===== src/rtl/clk_en_rst_seq_if.sv =====
// Control/status bundle between a host and the clock-enable / reset sequencer.
// The host drives the requests and configuration. The sequencer drives reset, status and ticks.
interface clk_en_rst_seq_if #(
  parameter int NUM_CH    = 4,
  parameter int DIV_W     = 16,
  parameter int RST_CNT_W = 20
);
  logic                      sw_rst_req_i;
  logic [RST_CNT_W-1:0]      rst_hold_i;
  logic [NUM_CH-1:0]         ch_en_i;
  logic [NUM_CH*DIV_W-1:0]   div_val_i;
  logic                      rst_out_n;
  logic                      busy_o;
  logic                      rst_done_o;
  logic [NUM_CH-1:0]         ce_o;
  logic [NUM_CH-1:0]         tog_o;

  modport master (
    output sw_rst_req_i, rst_hold_i, ch_en_i, div_val_i,
    input  rst_out_n, busy_o, rst_done_o, ce_o, tog_o
  );

  modport slave (
    input  sw_rst_req_i, rst_hold_i, ch_en_i, div_val_i,
    output rst_out_n, busy_o, rst_done_o, ce_o, tog_o
  );
endinterface


===== src/rtl/clk_en_rst_seq.sv =====
// Reset sequencer (pre-delay / hold / post-delay) plus NUM_CH divide-by-N tick channels.
// Every output is registered. The channels stay cleared while the sequenced reset is low.
module clk_en_rst_seq #(
  parameter int NUM_CH         = 4,
  parameter int DIV_W          = 16,
  parameter int RST_CNT_W      = 20,
  parameter int DEF_RST_CYCLES = 5000,
  parameter int PRE_CYCLES     = 2,
  parameter int POST_CYCLES    = 8
) (
  input  logic               bus_clk,
  input  logic               rst_sys,
  clk_en_rst_seq_if.slave    io
);

  // IDLE wait req | PRE pre-delay | HOLD rst_out_n low | POST post-delay | DONE done pulse
  typedef enum logic [2:0] {S_IDLE, S_PRE, S_HOLD, S_POST, S_DONE} state_e;

  localparam logic [RST_CNT_W-1:0] CNT_ONE = RST_CNT_W'(1);
  localparam logic [RST_CNT_W-1:0] PRE_LD  = RST_CNT_W'(PRE_CYCLES);
  localparam logic [RST_CNT_W-1:0] POST_LD = RST_CNT_W'(POST_CYCLES);
  localparam logic [RST_CNT_W-1:0] DEF_LD  = RST_CNT_W'(DEF_RST_CYCLES);

  state_e               state_q, state_d;
  logic [RST_CNT_W-1:0] seq_cnt_q, seq_cnt_d;
  logic [RST_CNT_W-1:0] hold_q, hold_d;
  logic                 rst_n_q, busy_q, done_q;
  logic                 rst_n_d;

  always_comb begin
    state_d   = state_q;
    seq_cnt_d = seq_cnt_q;
    hold_d    = hold_q;
    unique case (state_q)
      S_IDLE: begin
        if (io.sw_rst_req_i) begin
          state_d   = S_PRE;
          seq_cnt_d = PRE_LD;
          hold_d    = (io.rst_hold_i == '0) ? CNT_ONE : io.rst_hold_i;
        end
      end
      S_PRE: begin
        if (seq_cnt_q <= CNT_ONE) begin
          state_d   = S_HOLD;
          seq_cnt_d = hold_q;
        end else begin
          seq_cnt_d = seq_cnt_q - CNT_ONE;
        end
      end
      S_HOLD: begin
        if (seq_cnt_q <= CNT_ONE) begin
          state_d   = S_POST;
          seq_cnt_d = POST_LD;
        end else begin
          seq_cnt_d = seq_cnt_q - CNT_ONE;
        end
      end
      S_POST: begin
        if (seq_cnt_q <= CNT_ONE) begin
          state_d = S_DONE;
        end else begin
          seq_cnt_d = seq_cnt_q - CNT_ONE;
        end
      end
      S_DONE:  state_d = S_IDLE;
      default: state_d = S_IDLE;
    endcase
    rst_n_d = (state_d != S_HOLD);
  end

  // The cycle that is live as rst_sys falls is the first of the DEF_RST_CYCLES hold cycles.
  always_ff @(posedge bus_clk) begin
    if (rst_sys) begin
      state_q   <= S_HOLD;
      seq_cnt_q <= DEF_LD;
      hold_q    <= CNT_ONE;
      rst_n_q   <= 1'b0;
      busy_q    <= 1'b1;
      done_q    <= 1'b0;
    end else begin
      state_q   <= state_d;
      seq_cnt_q <= seq_cnt_d;
      hold_q    <= hold_d;
      rst_n_q   <= rst_n_d;
      busy_q    <= (state_d == S_PRE) || (state_d == S_HOLD) || (state_d == S_POST);
      done_q    <= (state_d == S_DONE);
    end
  end

  assign io.rst_out_n  = rst_n_q;
  assign io.busy_o     = busy_q;
  assign io.rst_done_o = done_q;

  logic [NUM_CH-1:0] ce_vec, tog_vec;

  for (genvar k = 0; k < NUM_CH; k++) begin : g_ch
    logic [DIV_W-1:0] cnt_q, div_q;
    logic             ce_q, tog_q, en_q;
    logic [DIV_W-1:0] div_in;
    logic             run, wrap;

    assign div_in = io.div_val_i[k*DIV_W +: DIV_W];
    // Clearing on both the current and the previous enable/reset level puts the first tick D edges after start.
    assign run    = rst_n_d & rst_n_q & io.ch_en_i[k] & en_q;
    assign wrap   = (div_q <= DIV_W'(1)) || (cnt_q == div_q - DIV_W'(1));

    always_ff @(posedge bus_clk) begin
      if (rst_sys) begin
        en_q  <= 1'b0;
        cnt_q <= '0;
        div_q <= div_in;
        ce_q  <= 1'b0;
        tog_q <= 1'b0;
      end else begin
        en_q <= io.ch_en_i[k];
        if (!run) begin
          cnt_q <= '0;
          div_q <= div_in;
          ce_q  <= 1'b0;
          tog_q <= 1'b0;
        end else if (wrap) begin
          cnt_q <= '0;
          div_q <= div_in;
          ce_q  <= 1'b1;
          tog_q <= ~tog_q;
        end else begin
          cnt_q <= cnt_q + DIV_W'(1);
          ce_q  <= 1'b0;
        end
      end
    end

    assign ce_vec[k]  = ce_q;
    assign tog_vec[k] = tog_q;
  end

  assign io.ce_o  = ce_vec;
  assign io.tog_o = tog_vec;

endmodule


===== src/flat_wrapper.sv =====
// flat-port wrapper written by rule: the top's interface ports become plain ports
module clk_en_rst_seq_flat 
#(
  parameter int NUM_CH         = 4,
  parameter int DIV_W          = 16,
  parameter int RST_CNT_W      = 20,
  parameter int DEF_RST_CYCLES = 5000,
  parameter int PRE_CYCLES     = 2,
  parameter int POST_CYCLES    = 8
)
  (bus_clk, rst_sys, io_sw_rst_req_i, io_rst_hold_i, io_ch_en_i, io_div_val_i, io_rst_out_n, io_busy_o, io_rst_done_o, io_ce_o, io_tog_o);
  clk_en_rst_seq_if #(.NUM_CH(NUM_CH), .DIV_W(DIV_W), .RST_CNT_W(RST_CNT_W)) io_i ();
  input  logic bus_clk;
  input  logic rst_sys;
  input wire logic [$bits(io_i.sw_rst_req_i)-1:0] io_sw_rst_req_i;
  input wire logic [$bits(io_i.rst_hold_i)-1:0] io_rst_hold_i;
  input wire logic [$bits(io_i.ch_en_i)-1:0] io_ch_en_i;
  input wire logic [$bits(io_i.div_val_i)-1:0] io_div_val_i;
  output wire logic [$bits(io_i.rst_out_n)-1:0] io_rst_out_n;
  output wire logic [$bits(io_i.busy_o)-1:0] io_busy_o;
  output wire logic [$bits(io_i.rst_done_o)-1:0] io_rst_done_o;
  output wire logic [$bits(io_i.ce_o)-1:0] io_ce_o;
  output wire logic [$bits(io_i.tog_o)-1:0] io_tog_o;
  assign io_i.sw_rst_req_i = io_sw_rst_req_i;
  assign io_i.rst_hold_i = io_rst_hold_i;
  assign io_i.ch_en_i = io_ch_en_i;
  assign io_i.div_val_i = io_div_val_i;
  assign io_rst_out_n = io_i.rst_out_n;
  assign io_busy_o = io_i.busy_o;
  assign io_rst_done_o = io_i.rst_done_o;
  assign io_ce_o = io_i.ce_o;
  assign io_tog_o = io_i.tog_o;
  clk_en_rst_seq #(.NUM_CH(NUM_CH), .DIV_W(DIV_W), .RST_CNT_W(RST_CNT_W), .DEF_RST_CYCLES(DEF_RST_CYCLES), .PRE_CYCLES(PRE_CYCLES), .POST_CYCLES(POST_CYCLES)) u_core (.bus_clk(bus_clk), .rst_sys(rst_sys), .io(io_i));
endmodule

===== config.mk =====
export PLATFORM = sky130hd
export DESIGN_NAME = clk_en_rst_seq_flat
export DESIGN_NICKNAME = d
export VERILOG_FILES = /design/src/rtl/clk_en_rst_seq_if.sv /design/src/rtl/clk_en_rst_seq.sv /design/src/flat_wrapper.sv
export SDC_FILE = /design/constraint.sdc
export NUM_CORES = 1
export LEC_CHECK = 0
export ABC_AREA = 1
export CAP_MARGIN = 15
export CORE_UTILIZATION = 53
export DETAILED_ROUTE_END_ITERATION = 10
export GPL_ROUTABILITY_DRIVEN = 0
export GPL_TIMING_DRIVEN = 0
export PLACE_DENSITY = 0.77
export SYNTH_ARGS = -nofsm -noshare
export SYNTH_HDL_FRONTEND = slang
export SYNTH_SLANG_ARGS = --single-unit
export TNS_END_PERCENT = 1

===== constraint.sdc =====
create_clock -name bus_clk -period 2.3 [get_ports bus_clk]
set_input_delay 0.23 -clock bus_clk [delete_from_list [all_inputs] [get_ports bus_clk]]
set_output_delay 0.23 -clock bus_clk [all_outputs]
set_load 0.05 [all_outputs]

---- Word level (Yosys, flattened, before mapping) ----
Index checks and enable logic that the tools add are counted.
cells by class
  $add $sub $neg .......................... 9
  magnitude comparators ................... 5
  equality and inequality tests ........... 18
  multiplexer cells ....................... 27
  bitwise operators ....................... 17
  reduce and logical (&&, ||, !) cells .... 19
operator list
  cell                   count
  $mux 16                12
  $mux 20                5
  $pmux 20 s4            1
  $add 16x1->16 const B  4
  $eq 16x16->1           4
  $le 16x1->1 const B    4
  $sub 16x1->16 const B  4
  $le 20x1->1 const B    1
  $logic_not 20->1       1
  $sub 20x1->20 const B  1
  $eq 3x2->1 const B     4
  $mux 3                 4
  $ne 3x3->1 const B     4
  $pmux 3 s4             1
  $reduce_or 3->1        4
  $and 1x1->1            9
  $not 1->1              8
  $reduce_or 2->1        4
  $eq 3x1->1 const B     2
  $logic_or 1x1->1       6
  $mux 1                 4
  $ne 2x2->1 const B     2
  $reduce_bool 4->1      1
  $eq 3x3->1 const B     1
  4 further kinds        4
storage, ports and cells
  flip-flop bits (word level) ............. 186
  input bits .............................. 91
  logic and storage cells ................. 121

---- Longest topological paths before layout ----
  word-level depth ........................ 9
  mapped depth ............................ 16
  depth with buffers taken out ............ 15

---- Least setup slack after synthesis ----
No wires, ideal clock.
  path type ............................... reg-to-reg
  start ................................... reg u_core.g_ch[1].div_q[0]
  end ..................................... reg u_core.g_ch[1].div_q[0] (enable)
  library setup time ...................... 0.323 ns
  data arrival time ....................... 2.163 ns
  data required time ...................... 1.977 ns
  slack ................................... -0.186 ns
  stages on the path, launching flop included .. 13
  clock period less this slack ............ 2.486 ns
  cells stage by stage .................... edfxtp_1 inv_1 ha_1 clkbuf_1 nand2_1 nor2_1 nand2_1 xor2_1 nand3_1 nor2_1 nand3_1 nand3_4 buf_8
between the ends
  cells in the longest elaborated chain, start to end .. 4
RTL lines
  what                      RTL line               text
  start, declared           clk_en_rst_seq.sv:97   logic [DIV_W-1:0] cnt_q, div_q;
  start signal, assigned    clk_en_rst_seq.sv:111  div_q <= div_in;
  start signal, assigned    clk_en_rst_seq.sv:118  div_q <= div_in;
  start signal, assigned    clk_en_rst_seq.sv:123  div_q <= div_in;
  $sub 16x1->16             clk_en_rst_seq.sv:105  assign wrap = (div_q <= DIV_W'(1)) || (cnt_q == div_q - DIV_W'(1));
  $eq 16x16->1              clk_en_rst_seq.sv:105
  $logic_or 1x1->1 (*)      clk_en_rst_seq.sv:105
  $ne 3x3->1 (no line) (*)  -
Every way passes the cells marked *; elsewhere a longest branch is shown, timed or not.
A chain may end at the register's enable or synchronous reset.

---- Final worst setup path ----
  start ................................... reg u_core.g_ch[0].div_q[1]
  end ..................................... reg u_core.g_ch[0].div_q[11] (enable)
between the ends
  cells in the longest elaborated chain, start to end .. 4
RTL lines
  what                      RTL line
  start, declared           clk_en_rst_seq.sv:97
  start signal, assigned    clk_en_rst_seq.sv:111
  start signal, assigned    clk_en_rst_seq.sv:118
  start signal, assigned    clk_en_rst_seq.sv:123
  $sub 16x1->16             clk_en_rst_seq.sv:105
  $eq 16x16->1              clk_en_rst_seq.sv:105
  $logic_or 1x1->1 (*)      clk_en_rst_seq.sv:105
  $ne 3x3->1 (no line) (*)  -
Marks and branches as above.

==> flow_summary.json <==
{
  "status": "finished with violations",
  "failed_checks": "negative setup slack",
  "worstRegToRegCells": 13,
  "cts_hold_buffers": 0,
  "insertion_delay_ns": 0.43,
  "power.density_mw_per_mm2": 512,
  "p_leak_nw": 5.51,
  "dp.cells": 1875,
  "finalInstanceArea_mm2": 0.0140,
  "worst_slew_pin_slew_ns": 0.687,
  "cts_root_buffer": "clkbuf_16",
  "clock.fmax_mhz": 416,
  "cp-endpoint": "u_core.g_ch[0].div_q[11]$_DFFE_PP_",
  "final_max_slew_viol_count": 0,
  "crit-reg2reg-capture": "u_core.g_ch[0].div_q[11]$_DFFE_PP_",
  "syn_to_final_growth_pct": 26.3,
  "drtIter0Drc": 641,
  "cts_tree": "done",
  "grtUsageTotal": 0.258,
  "num_vias": 10400,
  "synth_cell_types": 46,
  "setup_viol": 59,
  "hold_class": "input pin to flip-flop",
  "rsz0062_at_grt": "true",
  "drv_cap": 0,
  "ys_seq_area_frac": 0.393,
  "placed_area_mm2": 0.0125,
  "async_flop_share": 0,
  "final.setup.worst_slack_ns": -0.101,
  "r2r_start": "u_core.g_ch[0].div_q[1]$_DFFE_PP_",
  "worst_setup_path_end_kind": "flip-flop",
  "final_antenna_net_count": 0,
  "die_width_um": 147,
  "finalNonFillerCells": 1965,
  "h-tree-depth": 4,
  "clockBufferDepth": 2,
  "tns_ns": -3.40,
  "finalCritPeriodShare": 1.04,
  "vias_per_cell": 5.28,
  "cp_data_required_time_ns": 2.46,
  "startpoint": "u_core.g_ch[0].div_q[1]$_DFFE_PP_",
  "cts.clk_slew.worst_paths_ns": 0.07,
  "wl_per_cell_um": 14.3,
  "fin_crit_ns": 2.40,
  "ir_drop_uv": 477,
  "syn-num-nets": 1610,
  "skew_ns": 0.0111,
  "hpwl_um": 20100,
  "cts_made_buffers": 17,
  "timing.critical_path.arrival_ns": 2.56,
  "io_buffers": 100,
  "grt_pass1_vias": 9602,
  "grt_max_degree": 26,
  "power_mw": 7.18,
  "cts_sinks": 186,
  "drive_gt1_frac": 0.153,
  "row_count": 52,
  "slew_headroom": 0.542,
  "hold_violations": 0,
  "syn_avg_cell_area_um2": 7.38,
  "worstSetupStartpointType": "flip-flop",
  "routed_wl_um": 28100,
  "antenna_found_initial": 1,
  "syn_inst": 1505,
  "design.core.area_mm2": 0.0204,
  "fp.dieArea_mm2": 0.0215,
  "floorplan.initialDensity": 0.545,
  "ios": 102,
  "num-nets-final": 1786,
  "synth-seq-cells": 186,
  "critical_path.max_fanout": 8,
  "ys.flop_type": "dfxtp_1",
  "hold_path_depth": 3,
  "gr-total-overflow": 0,
  "die_y_um": 147,
  "yosysWarnings": 0,
  "drc": 0,
  "synth_edf_count": 64,
  "grt_pass1_wl_um": 44700,
  "first_pass_iters": 7,
  "crit_type": "flip-flop to flip-flop",
  "r2r_slack_ns": -0.10,
  "synth_area_mm2": 0.0111
}
-- registers in the layout, indices dropped and copies added, names as in the netlist, 3 cells and up --
| name | flops |
|---|---|
| u_core.g_ch.ce_q | 4 |
| u_core.g_ch.cnt_q | 64 |
| u_core.g_ch.div_q | 64 |
| u_core.g_ch.en_q | 4 |
| u_core.g_ch.tog_q | 4 |
| u_core.hold_q | 20 |
| u_core.seq_cnt_q | 20 |
| u_core.state_q | 3 |
-- worst min-delay path by stage --
stage	endpoint	slack, ns	start
final	u_core.g_ch[0].en_q$_SDFF_PP0_	0.32	io_ch_en_i[0]
after global routing	u_core.g_ch[1].div_q[4]$_DFFE_PP_	0.32	io_div_val_i[20]
after CTS	u_core.g_ch[0].en_q$_SDFF_PP0_	0.31	io_ch_en_i[0]
after detailed placement	u_core.hold_q[6]$_SDFFE_PP0P_	0.46	u_core.hold_q[6]$_SDFFE_PP0P_
after global placement	u_core.g_ch[2].cnt_q[0]$_SDFF_PP0_	0.45	u_core.g_ch[2].cnt_q[0]$_SDFF_PP0_
after floorplan	u_core.g_ch[0].div_q[0]$_DFFE_PP_	0.33	io_div_val_i[0]
-- kinds of logic (layout without fill, tap and decap cells) --
logic type | count (synthesis) | in the layout | synth area share
buffers and inverters | 199 | 388 | 0.0745
AND/OR/NAND/NOR | 863 | 863 | 0.361
other | 0 | 1 | 0
adder cells (fa/ha/maj) | 14 | 14 | 0.0158
XOR/XNOR | 114 | 114 | 0.0912
AO/OA/AOI/OAI | 129 | 129 | 0.0646
flip-flops | 186 | 186 | 0.393
-- through the flow --
stage          worst slack, ns  hold slack [ns]  utilization
2_1_floorplan          -0.0108            0.329            -
6_report                -0.101            0.325        0.689
5_1_grt                 -0.254            0.324        0.689
3_3_place_gp            -0.420            0.454        0.612
4_1_cts                -0.0216            0.314        0.667
3_5_place_dp            -0.444            0.461        0.612
-- final cells by class --
cell class	instances	area [µm²]
Clock buffer	19	443
Fill cell	1686	6340
Buffer	30	239
Tap cell	270	338
Inverter	169	634
Antenna cell	1	2.50
Clock inverter	13	109
Timing Repair Buffer	157	1560
Multi-Input combinational cell	1120	6340
Sequential cell	186	4370
-- cell usage in the layout (no fill, tap or decap), drive strengths merged --
cell	instances
xor2	78
buf	71
o211ai	3
nand4	37
and3	2
clkbuf	35
a211oi	2
diode	1
nand3	132
clkinvlp	2
nor4	7
a21boi	2
o2111ai	3
and2	4
nor2	270
nor3b	1
o2bb2ai	1
inv	176
a21o	5
xnor3	1
dfxtp	122
xnor2	35
o21ai	56
clkdlybuf4s50	100
or2	7
ha	14
nand3b	17
edfxtp	64
nor3	21
a21oi	52
o22ai	2
o21bai	2
nand2	365
a31oi	1
clkinv	4
-- routing by layer --
layer / track usage / share of wire / routed length (µm)
met5: 0 / 0 / 0
met4: 0.0875 / 0.021 / 603
met3: 0.0475 / 0.052 / 1460
met2: 0.434 / 0.49 / 13700
met1: 0.333 / 0.44 / 12400
-- synth_stat cells, types with 4 or more instances --
cell,number,share of area
a21oi_1,51,0.023
o21ai_1,6,0.0027
inv_1,168,0.057
buf_4,8,0.0054
nor2_2,12,0.0068
clkbuf_1,13,0.0044
nor2_1,224,0.076
nand3_1,128,0.058
dfxtp_1,122,0.22
xor2_1,78,0.062
nand2_1,361,0.12
o21ai_0,50,0.023
xnor2_1,35,0.028
ha_1,14,0.016
nor2_4,34,0.034
and2_1,4,0.0023
nand3_4,4,0.0063
a21o_1,5,0.0034
edfxtp_1,64,0.17
or2_2,7,0.0039
nand3b_1,17,0.011
nand4_1,37,0.021
nor4_1,7,0.0039
nor3_1,20,0.0090
-- what timing repair did --
item	CTS	global route
pin swaps	15	22
endpoints found under the setup margin	140	127
gates cloned	3	2
resized for setup	82	57
buffers inserted	29	23
-- power breakdown --
group / total (mW) / internal (mW) / switching, mW
combinational: 0.776 / 0.377 / 0.399
clock: 2.82 / 1.44 / 1.38
sequential: 3.59 / 3.48 / 0.107
-- worst max-delay path, cell delays in order, from the launching register on --
cell       delay (ns)
edfxtp_1         0.47
inv_2            0.11
ha_4             0.13
buf_8            0.12
nand2_4          0.07
nor2_4           0.18
nand2_2          0.09
xor2_2           0.15
inv_1            0.06
nor2_1           0.10
nand4_1          0.18
nand3_4          0.18
buf_6            0.15
clkbuf_16        0.14
(Power assumes the default switching activity.)
